## src/rtl/cmp_pkg.sv

```systemverilog
// Shared definitions for the decode-stage branch/set condition comparator.
package cmp_pkg;

    localparam int CMP_WIDTH = 32;

    typedef enum logic [2:0] {
        CMP_EQ   = 3'b000,
        CMP_NE   = 3'b001,
        CMP_LTZ  = 3'b010,
        CMP_GEZ  = 3'b011,
        CMP_LEZ  = 3'b100,
        CMP_GTZ  = 3'b101,
        CMP_SLT  = 3'b110,
        CMP_SLTU = 3'b111
    } cmp_op_t;

endpackage

```

## src/rtl/cmp_core.sv

```systemverilog
// Combinational relation and condition evaluation for one operand pair.
module cmp_core
    import cmp_pkg::*;
#(
    parameter int WIDTH = CMP_WIDTH
) (
    input  logic [WIDTH-1:0] a,
    input  logic [WIDTH-1:0] b,
    input  logic [2:0]       op,
    output logic             eq,
    output logic             lt_s,
    output logic             lt_u,
    output logic             zero,
    output logic             result
);

    logic             borrow;
    logic [WIDTH-1:0] diff_unused;
    logic             sign_a;
    logic             sign_b;

    // The borrow out of the zero-extended subtraction is the unsigned less-than.
    assign {borrow, diff_unused} = {1'b0, a} - {1'b0, b};

    assign sign_a = a[WIDTH-1];
    assign sign_b = b[WIDTH-1];
    assign eq     = (a == b);
    assign lt_u   = borrow;
    assign lt_s   = (sign_a != sign_b) ? sign_a : borrow;
    assign zero   = ~(|a);

    always_comb begin
        result = 1'b0;
        unique case (cmp_op_t'(op))
            CMP_EQ:   result = eq;
            CMP_NE:   result = ~eq;
            CMP_LTZ:  result = sign_a;
            CMP_GEZ:  result = ~sign_a;
            CMP_LEZ:  result = sign_a | zero;
            CMP_GTZ:  result = ~sign_a & ~zero;
            CMP_SLT:  result = lt_s;
            CMP_SLTU: result = lt_u;
            default:  result = 1'b0;
        endcase
    end

endmodule

```

## src/rtl/comparator.sv

```systemverilog
// Branch-condition comparator: evaluates one condition per cycle and registers
// the result and relation flags with a single cycle of latency.
module comparator
    import cmp_pkg::*;
#(
    parameter int WIDTH = CMP_WIDTH
) (
    input  logic             clk,
    input  logic             rst,
    input  logic             in_valid,
    input  logic [2:0]       cmp_op,
    input  logic [WIDTH-1:0] A_in,
    input  logic [WIDTH-1:0] B_in,
    output logic             output_bit,
    output logic             out_valid,
    output logic             eq_flag,
    output logic             lt_s_flag,
    output logic             lt_u_flag
);

    logic core_eq;
    logic core_lt_s;
    logic core_lt_u;
    logic zero_unused;
    logic core_result;

    cmp_core #(.WIDTH(WIDTH)) core (
        .a      (A_in),
        .b      (B_in),
        .op     (cmp_op),
        .eq     (core_eq),
        .lt_s   (core_lt_s),
        .lt_u   (core_lt_u),
        .zero   (zero_unused),
        .result (core_result)
    );

    // Result and flags hold across idle cycles; only out_valid tracks in_valid.
    always_ff @(posedge clk) begin
        if (rst) begin
            output_bit <= 1'b0;
            out_valid  <= 1'b0;
            eq_flag    <= 1'b0;
            lt_s_flag  <= 1'b0;
            lt_u_flag  <= 1'b0;
        end else begin
            out_valid <= in_valid;
            if (in_valid) begin
                output_bit <= core_result;
                eq_flag    <= core_eq;
                lt_s_flag  <= core_lt_s;
                lt_u_flag  <= core_lt_u;
            end
        end
    end

endmodule

```

## config.mk

```make
export PLATFORM = sky130hd
export DESIGN_NAME = comparator
export DESIGN_NICKNAME = d
export VERILOG_FILES = /design/src/rtl/cmp_pkg.sv /design/src/rtl/cmp_core.sv /design/src/rtl/comparator.sv
export SDC_FILE = /design/constraint.sdc
export NUM_CORES = 1
export LEC_CHECK = 0
export ABC_AREA = 1
export BUFFER_PORTS_ARGS = -buffer_cell sky130_fd_sc_hd__buf_2
export CAP_MARGIN = 30
export CORE_UTILIZATION = 44
export DETAILED_ROUTE_END_ITERATION = 12
export GPL_ROUTABILITY_DRIVEN = 0
export PLACE_DENSITY = 0.9
export SYNTH_ARGS = -nofsm -noshare
export SYNTH_HDL_FRONTEND = slang
export SYNTH_SLANG_ARGS = --single-unit
```

## constraint.sdc

```tcl
create_clock -name clk -period 1.84 [get_ports clk]
set_clock_uncertainty 0.1 [all_clocks]
set_input_delay 0.092 -clock clk [delete_from_list [all_inputs] [get_ports clk]]
set_output_delay 0.092 -clock clk [all_outputs]
set_load 0.005 [all_outputs]
```

* After elaboration in Yosys (flattened, before gate mapping)
Cells that the tools add are included.
** Storage, ports and cells
- Bits in registers :: 5
- Output and inout port bits :: 5
- Logic and storage cells :: 24
** Cells by class
- Add/sub/neg operators :: 1
- Eq/ne operators :: 9
- Muxes and demuxes :: 2
- Bitwise operators :: 5
- Reduce and logical (&&, ||, !) cells :: 2
** Operators with widths (number)
- $sub A32 B32 Y33 :: 1
- $eq A32 B32 Y1 :: 1
- $reduce_or A32 Y1 :: 1
- $eq A3 B3 Y1 const B :: 4
- $pmux W1 S8 :: 1
- $eq A3 B2 Y1 const B :: 2
- $eq A3 B1 Y1 const B :: 1
- $logic_not A3 Y1 :: 1
- $not A1 Y1 :: 3
- $and A1 B1 Y1 :: 1
- $mux W1 :: 1
- $ne A1 B1 Y1 :: 1
- $or A1 B1 Y1 :: 1

* Longest topological paths before layout
- Word-level depth :: 4
- Mapped depth :: 15

* By module
From an unflattened synthesis, not the netlist that was laid out.
** Unflattened totals
- Cell total of the unflattened synthesis :: 221
- Area, all modules :: 1301.2 µm²
** Modules (own cells, without submodules)
- cmp_core :: instances 1, cells an instance 192, area an instance 1093.5 µm²
- comparator :: instances 1, cells an instance 29, area an instance 207.7 µm²

* Worst setup path before layout
Ideal clock, no wire load.
- Kind :: input -> register
- From :: input port B_in[23]
- To :: register output_bit
- Setup time :: 0.116 ns
- Data arrival time :: 1.295 ns
- Required time :: 1.624 ns
- Path slack :: 0.329 ns
- Stages :: 15
- Cell sequence :: inv_1 > ha_1 > nand2_1 > nor2_1 > nand2_1 > nor3_2 > nand2_1 > nand2_1 > nand2_1 > nand2_1 > nand2_1 > nor2_1 > nand2_1 > nand2_1 > a21oi_1
** On the way
- Cells in the longest elaborated chain, start to end :: 3
** Ends and longest elaborated chain
- start, declared :: line comparator.sv:13 : input logic [WIDTH-1:0] B_in,
- $sub A32 B32 Y33 / $eq A32 B32 Y1 (equally long branches) :: line cmp_core.sv:23, cmp_core.sv:27
- $mux W1 / $not A1 Y1 (equally long branches) :: line cmp_core.sv:29, cmp_core.sv:36
- $pmux W1 S8 (*) :: line cmp_core.sv:34 : unique case (cmp_op_t'(op))
- end signal, assigned :: line comparator.sv:49 : output_bit <= core_result;
- end, declared :: line comparator.sv:14 : output logic output_bit,
Every way passes the cells marked *; elsewhere a longest branch is shown, timed or not.
A chain may end at the register's enable or synchronous reset.

* Worst setup path after layout
- From :: input port A_in[7]
- To :: register lt_s_flag
** On the way
- Cells in the longest elaborated chain, start to end :: 2
** Ends and longest elaborated chain
- start, declared :: line comparator.sv:12 : input logic [WIDTH-1:0] A_in,
- $sub A32 B32 Y33 :: line cmp_core.sv:23 : assign {borrow, diff_unused} = {1'b0, a} - {1'b0, b};
- $mux W1 :: line cmp_core.sv:29 : assign lt_s = (sign_a != sign_b) ? sign_a : borrow;
- end signal, assigned :: line comparator.sv:51 : lt_s_flag <= core_lt_s;
- end, declared :: line comparator.sv:17 : output logic lt_s_flag,
No other way between the ends.

==> impl_metrics.toml <==
[cts]
numCtsBuffers = 3
numClockSinks = 5
clk_latency_ns = 0.24
clockRootBuffer = "clkbuf_4"
htreeDepth = 1
cts.reportedPaths.clkPinSlew_ns = 0.04
cts_buffer_depth = 2
cts_resized = 0
cts_tree = "yes"

[worst_setup_path]
crit_start = "A_in[7]"
required_ns = 1.87
timing_worst_setup_path_type = "primary input to flip-flop"
critPathLaunchType = "primary input"
reg2reg_depth = 2
r2r-start = "lt_s_flag"
rrSetupSlack_ns = 1.10
cp.arrival_ns = 1.55
worstPathMaxFanout = 3
cp-end-kind = "flip-flop"

[floorplanning]
start_util_pct = 48.4
rows = 18
die_w_um = 55.2
die-area_um2 = 3040
coreArea_um2 = 2570
io_pins = 75
die-height_um = 55.2

[logic_synthesis]
ys_ff_latch = 5
yosysTopAreaCell = "ha_1"
synthCells = 214
synthArstFlopShare_pct = 0
seq_area_frac_synth_pct = 8.05
synth_common_cells = "nand2_1 (51), inv_1 (44), nor2_1 (36), ha_1 (32), a21oi_1 (18)"
avgSynthCellArea_um2 = 5.81
yosys.cell_types.count = 20
yosysMostFrequentCell = "nand2_1"
yosys_warnings = 0
synth_flop_cell = "dfxtp_1"
synth_fp_nets = 316
synthTopCellsByArea = "ha_1 (32%), nand2_1 (15%), inv_1 (13%), nor2_1 (11%), dfxtp_1 (8.0%)"
syn_area_um2 = 1240
synth-edff-count = 0
synth.top_cell.area_share_pct = 32.2

[drt]
vias = 1513
drc = 0
drt_wl_total_um = 2680
first_iter_violations = 9
dr.pass1.iters = 4
avgViaCountPerCell = 4.67
wl_per_cell_um = 8.26
drtAntennaViolNets = 0

[placed_design]
dp_hpwl_um = 2520
io_buffers = 74
placed_area_um2 = 1650

[sta]
timing.final.hold_violations = 0
tns_ns = 0
setup_viol = 0
rsz0062_at_grt = "no"
worst_slew_pin_slew_ns = 0.236
timing.final.crit_share_pct = 82.5
drv_slew = 0
fin_hold_ws_ns = 0.214
slew_headroom_pct = 84.1
min_period_ns = 1.52
max_freq_ghz = 0.658

[grt]
grt_pass1_vias = 1321
overflow = 0
grt_use_total_pct = 19.2
grt_max_degree = 8
antenna_found_initial = 0
grt_pass1_wl_um = 4440

[run]
maxCapViolations = 0

[power_and_ir_drop]
irDropWorstVdd_mv = 0.391
p_per_area_nw_per_um2 = 321
power.leakage_nw = 1.08

[final_layout]
drive_above_1_share_pct = 27.9
nNetsFinal = 397
final_cell_area_um2 = 1700
area_growth_pct = 36.5
antenna_cells = 0

[worst_hold_path]
hold_path_startpoint = "cmp_op[2]"
whs_path_depth = 5
hold_class = "primary input to flip-flop"

[status]
outcome = "finished clean"
==> kinds of logic (layout without fill, tap and decap cells) <==
family,Yosys count,after routing,share of synthesized area (%)
and+or+nand+nor,100,100,32.4
AOI/OAI and AO/OA,32,32,13.8
DFF,5,5,8.05
adders and majority gates,32,32,32.2
buffers and inverters,45,125,13.6
==> per-stage QoR <==
| step | worst slack [ns] | cells | power, mW | util (%) |
|---|---|---|---|---|
| after global routing | 0.105 | 324 | 0.613 | 66.1 |
| after CTS | 0.311 | 324 | 0.554 | 66.1 |
| after floorplan | 0.329 | 214 | 0.292 | - |
| final | 0.321 | 324 | 0.544 | 66.1 |
| after detailed placement | 0.0625 | 318 | 0.419 | 64.3 |
| after global placement | 0.0702 | 318 | 0.411 | 64.3 |
==> flip-flops by register name, indices dropped and copies added, names as in the netlist <==
register / flops
eq_flag: 1
lt_u_flag: 1
out_valid: 1
lt_s_flag: 1
output_bit: 1
==> final cells by class <==
cell class                      instances  area [µm²]
Sequential cell                         5         100
Tap cell                               30        37.5
Multi-Input combinational cell        164         975
Fill cell                             272         870
Inverter                               45         169
Clock buffer                            4        26.3
Timing Repair Buffer                   76         390
==> where the power goes <==
part	total, mW	leakage, nW	internal (mW)	switching, mW
Combinational	0.298	1.03	0.147	0.151
Sequential	0.120	0.0415	0.117	0.00307
Clock	0.127	0.0150	0.0820	0.0447
Total	0.544	1.08	0.346	0.199
==> worst paths after layout <==
kind | endpoint
setup / recovery | lt_s_flag
hold / removal | output_bit
setup reg to reg | lt_s_flag
hold reg to reg | output_bit
==> routing by layer <==
metal  part of all wire, %  vias to the layer above  track usage (%)
met4                     0                        0             1.25
met3                   8.2                        0             3.55
met5                     0                        -                0
met2                    49                       53             40.4
li1                      -                      839                -
met1                    43                      621             19.9
==> critical path, stage by stage <==
cell      delay, ns
buf_2          0.11
ha_1           0.29
nand2_1        0.07
nor2_1         0.17
o21ai_0        0.12
nand3_1        0.10
nand2_1        0.05
nand2_1        0.08
nand2_1        0.05
nand2_1        0.10
nand2_1        0.08
nand2_1        0.06
nand2_1        0.05
o211ai_1       0.10
inv_2          0.04
==> what timing repair did <==
item / 4_1_cts / 5_1_grt
hold buffers: 2 / 0
endpoints found under the hold margin: 3 / 0
buffers inserted: 0 / 0
==> cell usage in the layout, fill, tap and decap left out, drive strengths merged, types with 2 or more instances in the layout <==
master	count
nand2	52
nand3	7
dfxtp	5
a21oi	18
dlygate4sd3	2
o21ai	9
clkbuf	4
ha	32
nor2	37
buf	74
inv	45
Note: power is estimated with default switching activity, not from simulation.
